**src/rtl/cond_logic.sv**
```systemverilog
// cond_logic: ARMv4 condition evaluation, NZCV flag register and write-strobe gating.
module cond_logic #(
  parameter logic [3:0] FLAGS_RESET = 4'b0000
) (
  input  logic       clk,
  input  logic       reset,
  input  logic [3:0] Cond,
  input  logic [3:0] ALUFlags,
  input  logic [1:0] FlagW,
  input  logic       PCS,
  input  logic       RegW,
  input  logic       MemW,
  input  logic       NoWrite,
  output logic       PCSrc,
  output logic       RegWrite,
  output logic       MemWrite,
  output logic       CondEx,
  output logic [3:0] Flags
);
  logic n, z, c, v, base;
  assign {n, z, c, v} = Flags;
  // Odd codes are the negation of the even code below them; 1111 is the squashing inverse of AL.
  always_comb begin
    case (Cond[3:1])
      3'd0:    base = z;
      3'd1:    base = c;
      3'd2:    base = n;
      3'd3:    base = v;
      3'd4:    base = c & !z;
      3'd5:    base = n == v;
      3'd6:    base = !z & (n == v);
      default: base = 1'b1;
    endcase
    CondEx = base ^ Cond[0];
  end
  assign PCSrc    = PCS & CondEx;
  assign RegWrite = RegW & CondEx & !NoWrite;
  assign MemWrite = MemW & CondEx;
  always_ff @(posedge clk) begin
    if (reset) Flags <= FLAGS_RESET;
    else begin
      if (FlagW[1] & CondEx) Flags[3:2] <= ALUFlags[3:2];
      if (FlagW[0] & CondEx) Flags[1:0] <= ALUFlags[1:0];
    end
  end
endmodule

```
**config.mk**
```make
export PLATFORM = sky130hd
export DESIGN_NAME = cond_logic
export DESIGN_NICKNAME = d
export VERILOG_FILES = /design/src/rtl/cond_logic.sv
export SDC_FILE = /design/constraint.sdc
export NUM_CORES = 1
export LEC_CHECK = 0
export ABC_AREA = 1
export ABC_CLOCK_PERIOD_IN_PS = 1100
export BUFFER_PORTS_ARGS = -buffer_cell sky130_fd_sc_hd__buf_2
export CELL_PAD_IN_SITES_DETAIL_PLACEMENT = 0
export CELL_PAD_IN_SITES_GLOBAL_PLACEMENT = 1
export CORE_MARGIN = 4
export CORE_UTILIZATION = 22
export CTS_CLUSTER_DIAMETER = 40
export DETAILED_ROUTE_END_ITERATION = 10
export GPL_ROUTABILITY_DRIVEN = 0
export HOLD_SLACK_MARGIN = 0.03
export PLACE_DENSITY_LB_ADDON = 0.3
export SETUP_SLACK_MARGIN = 0.5
export SLEW_MARGIN = 20
export SYNTH_ARGS = -nofsm -noshare
export SYNTH_HDL_FRONTEND = slang
export SYNTH_SLANG_ARGS = --single-unit
```
**constraint.sdc**
```tcl
create_clock -name clk -period 1.1 [get_ports clk]
set_input_delay 0.055 -clock clk [delete_from_list [all_inputs] [get_ports clk]]
set_output_delay 0.055 -clock clk [all_outputs]
set_load 0.01 [all_outputs]
```
==> results of run 1 <==
critical path, cell delays in order, from the launching register on:
cell and delay, ps:
dfxtp_4 340, nand2_1 50, nand2_1 60, a21oi_2 120, nand2_1 70, nand2_2 90, nand2_2 70, nand2_4 80
nand2_4 60, inv_4 60, nand2_4 40, nor2_4 90, buf_6 100
through the flow:
step	cell area, sq um	setup WS, ps	power [W]	utilization	hold slack (ps)
2_1_floorplan	420	-139	0.000343	-	129
5_1_grt	772	-545	0.000807	0.490	115
4_1_cts	746	-433	0.000740	0.473	98.2
3_3_place_gp	651	-234	0.000479	0.413	344
3_5_place_dp	651	-234	0.000481	0.413	346
6_report	772	-434	0.000745	0.490	102
layout make-up:
class                   instances  area (sq um)
clock buffers                   4          26.3
fillers                       170           805
inverters                      20          77.6
multi-input cells              47           292
flip-flops and latches          4          87.6
well taps                      16          20.0
repair buffers                 38           269
worst max-delay path by stage:
stage | to | cells after the start | slack [ps]
after floorplan | RegWrite | 12 | -140
after global placement | RegWrite | 13 | -230
after detailed placement | RegWrite | 13 | -230
after CTS | RegWrite | 12 | -430
after global routing | RegWrite | 12 | -550
final | RegWrite | 12 | -430
logic make-up after synthesis:
group	after synthesis	synth area share
simple gates	45	0.569
compound gates	2	0.0261
flops	4	0.209
buf+inv	20	0.196
power groups by stage:
stage	sequential, W	combinational, W	clock, W
detailed placement	0.000176	0.000305	0
global placement	0.000176	0.000304	0
CTS	0.000177	0.000352	0.000211
global route	0.000179	0.000406	0.000223
finish	0.000177	0.000366	0.000203
floorplan	0.000184	0.000159	0
per-layer routing:
layer,part of all wire,vias to the layer above
met5,0,-
met4,0,0
met3,0.066,0
met2,0.47,15
met1,0.46,201
li1,-,298
cells in the final DEF (no fill, tap or decap), types with 3 or more instances in the layout:
master and instances:
buf_2 19, nand2_1 18, inv_1 14, buf_4 13, nor2_1 7, inv_2 5
nand2_2 5, buf_6 5, nand4_1 4, dfxtp_2 3, nand2_4 3, nand3_4 3
clkbuf_4 3
timing repair:
item / 4_1_cts / 5_1_grt
gates resized for setup: 9 / 5
pin swaps: 10 / 9
buffers inserted: 3 / 1
setup endpoints to repair: 12 / 12
cloned: 0 / 0
==> flow_summary.json, run 1 <==
{
  "synth_most_common_cell": "nand2_1",
  "synthTopCellsByCount": "22 x nand2_1, 18 x inv_1, 8 x nor2_1",
  "worstHoldPathType": "primary input to flip-flop",
  "whs_path_depth": 4,
  "worstHoldStart": "reset",
  "combPwrFrac": 0.491,
  "switching_power_w": 0.000257,
  "r2r_cells": 14,
  "die_x_microns": 49.7,
  "failed_checks": "negative setup slack",
  "start_util": 0.243,
  "synth_nets": 87,
  "ys_types": 12,
  "max_slew_margin": 0.872,
  "ir_drop_mv": 0.380,
  "drtPass1Iterations": 4,
  "min_to": "Flags[2]$_SDFFE_PP0P_",
  "cp-end-kind": "primary output",
  "routed_wl_microns": 1080,
  "num_io_pins": 24,
  "async_flop_share": 0,
  "yosys-top-cells-area": "nand2_1 22%, dfxtp_1 21%, inv_1 18%",
  "grt_first_pass_wirelength_microns": 1700,
  "cts_hold_buf": 0,
  "worst_skew_pair.late_latency_ps": 230,
  "largest_register_ff_count": 4,
  "vias": 514,
  "dp.cells": 121,
  "crit_fanout": 4,
  "critPathLaunch": "Flags[3]$_SDFFE_PP0P_",
  "clock-sinks": 4,
  "power_frac_seq": 0.237,
  "status": "finished, violations left",
  "core_area_sq_um": 1580,
  "yosys.area.top_type_share": 0.216,
  "top_regs": "Flags: 4 flops",
  "period_share": 1.39,
  "power.leakage_nw": 0.461,
  "hold_violations": 0,
  "r2r_slack_ps": -330,
  "worst-setup-path-type": "flip-flop to primary output",
  "fin_cells": 129,
  "drc": 0,
  "start_kind": "flip-flop",
  "clk_pin_slew_ps": 40,
  "grt_pass1_vias": 447,
  "swShare": 0.345,
  "clock-root-buffer": "clkbuf_4",
  "period_needed_ps": 1530,
  "synthFlopType": "dfxtp_1",
  "grt_max_degree": 7,
  "antennaDiodeCount": 0,
  "ys_ff_latch": 4,
  "antenna_found_initial": 0,
  "intPower_w": 0.000488,
  "drt-vias-per-instance": 3.98,
  "clock_path_buffers": 2,
  "die_h_microns": 49.7,
  "yosysTopAreaCell": "nand2_1",
  "layout-drive-gt1-share": 0.584,
  "r2r_end": "Flags[0]$_SDFFE_PP0P_",
  "track_usage": 0.0849,
  "areaGrowthSynthToFinish_pct": 102,
  "htree_levels": 1,
  "met2_usage": 0.134,
  "io_buffer_count": 23,
  "fmax_mhz": 652,
  "syn_inst": 71,
  "clock_power_share": 0.272,
  "final-max-slew-violation-count": 0,
  "dpl.hpwl_microns": 859,
  "cts_tree": "done",
  "cp_data_arrival_time_ps": 1480,
  "yosysSeqAreaShare": 0.209,
  "global_route.overflow_total": 0,
  "syn_area_sq_um": 383,
  "die-area_sq_um": 2470,
  "top_register": "Flags",
  "ant_nets": 0,
  "synth_edf_count": 0,
  "wire_per_inst_microns": 8.34,
  "grt_setup_unrepaired": "true",
  "drt_iter0_drc": 7,
  "power_density_nw_per_um2": 965,
  "use_met1": 0.113,
  "critPathRequiredTime_ps": 1040,
  "cap_viol_max_count": 0,
  "yosys_warnings": 0,
  "tightest_slew_ps": 192,
  "setup_violations": 8,
  "tns_ps": -2790,
  "fin_nets": 130,
  "row_count": 14,
  "cts_buffers": 3,
  "rr_startpoint": "Flags[2]$_SDFFE_PP0P_",
  "syn_avg_cell_area_sq_um": 5.39,
  "fin_skew_ps": 3.13,
  "use_met3": 0.00904,
  "grt_busiest_layer": "met2",
  "fin_ws_ps": -434
}
Note: power is estimated with default switching activity, not from simulation.
==> run 2: changes to the inputs <==
--- a/config.mk
+++ b/config.mk
@@ -5,7 +5,6 @@
 export SDC_FILE = /design/constraint.sdc
 export NUM_CORES = 1
 export LEC_CHECK = 0
-export ABC_AREA = 1
 export ABC_CLOCK_PERIOD_IN_PS = 1100
 export BUFFER_PORTS_ARGS = -buffer_cell sky130_fd_sc_hd__buf_2
 export CELL_PAD_IN_SITES_DETAIL_PLACEMENT = 0
==> run 2 against run 1 <==
  * The flow still finishes with violations (negative setup slack)
  * Total power down 13%
  * Worst hold slack lost 32 ps
  * Clock skew down 2.7 ps
  * Wire length down 18%
  * Synthesized cell count is 46% lower
  * Sequential cell count did not move
  * Synthesized area fell by 13%
  * Setup slack got worse by 450 ps
  * Register-to-register slack got worse by 550 ps
  * Critical path depth is 5 lower
  * Largest cell class unchanged
  * Largest power group unchanged
==> flow_summary.json, run 2 <==
{
  "status": "finished, violations left",
  "failed_checks": "negative setup slack",
  "grt_max_degree": 9,
  "yosys.area.top_type_share": 0.240,
  "tightest_slew_ps": 327,
  "hold_violations": 0,
  "synth_edf_count": 0,
  "areaGrowthSynthToFinish_pct": 101,
  "cts_tree": "done",
  "synth.mux.area_fraction": 0.210,
  "grt_pass1_vias": 406,
  "synth_xor_area_frac": 0.0524,
  "yosysSeqAreaShare": 0.240,
  "swShare": 0.292,
  "worst_skew_pair.late_latency_ps": 230,
  "worst-setup-path-type": "flip-flop to flip-flop",
  "top_regs": "Flags: 4 flops",
  "fin_cells": 89,
  "synth_nets": 54,
  "syn_area_sq_um": 334,
  "ys_types": 13,
  "antenna_found_initial": 0,
  "final_common_cell": "buf_2",
  "yosysTopAreaCell": "dfxtp_1",
  "worstHoldPathType": "primary input to flip-flop",
  "ant_nets": 0,
  "drtPass1Iterations": 3,
  "fin_ws_ps": -884,
  "layout-drive-gt1-share": 0.635,
  "synth_most_common_cell": "nand2b_1",
  "fin_skew_ps": 0.446,
  "clk_pin_slew_ps": 40,
  "routed_wl_microns": 880,
  "yosys_warnings": 0,
  "largest_register_ff_count": 4,
  "antennaDiodeCount": 0,
  "start_kind": "flip-flop",
  "vias": 376,
  "hold_ws_ps": 70.5,
  "synthFlopType": "dfxtp_1",
  "whs_path_depth": 3,
  "synth_top_family_by_area": "simple AND/OR/NAND/NOR gates",
  "synthAdderAreaFrac": 0,
  "cp_common_cell": "buf_6",
  "combPwrFrac": 0.463,
  "die_x_microns": 47.0,
  "clock_path_buffers": 2,
  "ir_drop_mv": 0.562,
  "max_slew_margin": 0.780,
  "path_cells": "or4b_1, and3_4, a221oi_4, buf_6, buf_6, mux2i_4, mux2i_1",
  "htree_levels": 1,
  "fin_nets": 92,
  "syn_avg_cell_area_sq_um": 8.79,
  "io_buffer_count": 23,
  "fillers": 145,
  "top_register": "Flags",
  "power_frac_seq": 0.256,
  "wire_per_inst_microns": 9.89,
  "mostFrequentLayoutCells": "19 x buf_2, 10 x nand2b_1, 9 x buf_6",
  "cp_data_arrival_time_ps": 2140,
  "clock_power_share": 0.281,
  "fmax_mhz": 504,
  "intPower_w": 0.000459,
  "power_density_nw_per_um2": 964,
  "cts_hold_buf": 0,
  "synthTopCellsByCount": "10 x nand2b_1, 7 x mux2i_1, 5 x nor2b_1, 4 x dfxtp_1, 3 x nand2_1",
  "drt_iter0_drc": 3,
  "cts_buffers": 3,
  "power.leakage_nw": 0.309,
  "switching_power_w": 0.000189,
  "dp.cells": 83,
  "period_share": 1.80,
  "final-max-slew-violation-count": 0,
  "ys_ff_latch": 4,
  "die-area_sq_um": 2210,
  "syn_inst": 38,
  "async_flop_share": 0,
  "grt_first_pass_wirelength_microns": 1560,
  "drc": 0,
  "clock-root-buffer": "clkbuf_4",
  "core_area_sq_um": 1370,
  "yosys.area_share.simple": 0.401,
  "num_io_pins": 24,
  "cp-end-kind": "flip-flop",
  "drt-vias-per-instance": 4.22,
  "r2r_cells": 7,
  "synth-compound-area-share": 0.0861,
  "dpl.hpwl_microns": 714,
  "die_h_microns": 47.0,
  "slowest_stage": "or4b_1",
  "critPathRequiredTime_ps": 1250,
  "clock-sinks": 4,
  "global_route.overflow_total": 0,
  "row_count": 13,
  "cap_viol_max_count": 0,
  "grt_setup_unrepaired": "true",
  "start_util": 0.245,
  "crit_fanout": 2,
  "cp_slowest_stage_delay_ps": 450,
  "setup_violations": 8,
  "yosys-top-cells-area": "dfxtp_1 24%, mux2i_1 21%, nand2b_1 19%",
  "track_usage": 0.103,
  "period_needed_ps": 1980
}
-- run 2: changes by cell type in the layout (fill, tap and decap cells not counted), moves of 4 or more --
| cell | previous run | this run |
|---|---|---|
| inv_1 | 14 | 1 |
| nor2b_1 | 0 | 5 |
| nand2_2 | 5 | 0 |
| buf_4 | 13 | 5 |
| nand4_1 | 4 | 0 |
| nand2b_1 | 0 | 10 |
| inv_2 | 5 | 0 |
| nor2_1 | 7 | 0 |
| mux2i_1 | 0 | 5 |
| nand2_1 | 18 | 3 |
| buf_6 | 5 | 9 |
-- run 2: cell families after synthesis --
| kind of cell | Yosys count |
|---|---|
| and+or+nand+nor | 21 |
| muxes | 7 |
| DFF | 4 |
| AOI/OAI and AO/OA | 3 |
| xor gates and xnor gates | 2 |
| buffers and inverters | 1 |
-- run 2: power groups by stage --
stage / clock [W] / sequential [W] / combinational (W)
final: 0.000182 / 0.000166 / 0.000300
after floorplan: 0 / 0.000175 / 0.000118
after global routing: 0.000207 / 0.000168 / 0.000326
after detailed placement: 0 / 0.000168 / 0.000225
after CTS: 0.000194 / 0.000167 / 0.000278
after global placement: 0 / 0.000168 / 0.000225
-- run 2: cell type report --
class,count,area [sq um],share of cell area
clock buffers,3,22.5,0.0335
inverters,1,3.75,0.00559
flip-flops and latches,4,87.6,0.130
repair buffers,33,234,0.348
multi-input cells,33,305,0.454
well taps,15,18.8,0.0279
-- run 2: critical path: cells and delay by family, from the launching register on --
family                 cells  cell delay (ps)
and+or+nand+nor            2              620
muxes                      2              450
DFF                        1              300
AOI/OAI and AO/OA          1              280
buffers and inverters      2              240
-- run 2: routing by layer --
metal,wire (microns),up-vias,global-route usage
met5,0,-,0
met4,0,0,0.0829
met3,61,0,0.0230
met2,446,11,0.165
met1,371,162,0.116
li1,-,203,-
-- run 2: through the flow --
step	setup slack, ps	total power [W]	util	setup TNS [ps]	instance area, sq um
2_1_floorplan	-720	0.000294	-	-5270	360
3_5_place_dp	-811	0.000392	0.400	-5830	547
4_1_cts	-911	0.000640	0.472	-6880	644
6_report	-884	0.000648	0.492	-6640	672
3_3_place_gp	-784	0.000393	0.400	-5780	547
5_1_grt	-988	0.000701	0.492	-7520	672
-- run 2: repair_timing --
action | in CTS | in global routing
endpoints found under the setup margin | 12 | 12
gates resized for setup | 11 | 6
setup buffers | 2 | 1
endpoints found under the hold margin | 0 | 0
pin swaps | 2 | 2
-- run 2: path summary, 6_finish.rpt --
| path | start | to | slack (ps) |
|---|---|---|---|
| setup / recovery | Flags[2]$_SDFFE_PP0P_ | Flags[2]$_SDFFE_PP0P_ | -880 |
| hold / removal | ALUFlags[0] | Flags[0]$_SDFFE_PP0P_ | 70 |
| setup reg to reg | Flags[2]$_SDFFE_PP0P_ | Flags[2]$_SDFFE_PP0P_ | -880 |
| hold reg to reg | Flags[1]$_SDFFE_PP0P_ | Flags[1]$_SDFFE_PP0P_ | 610 |
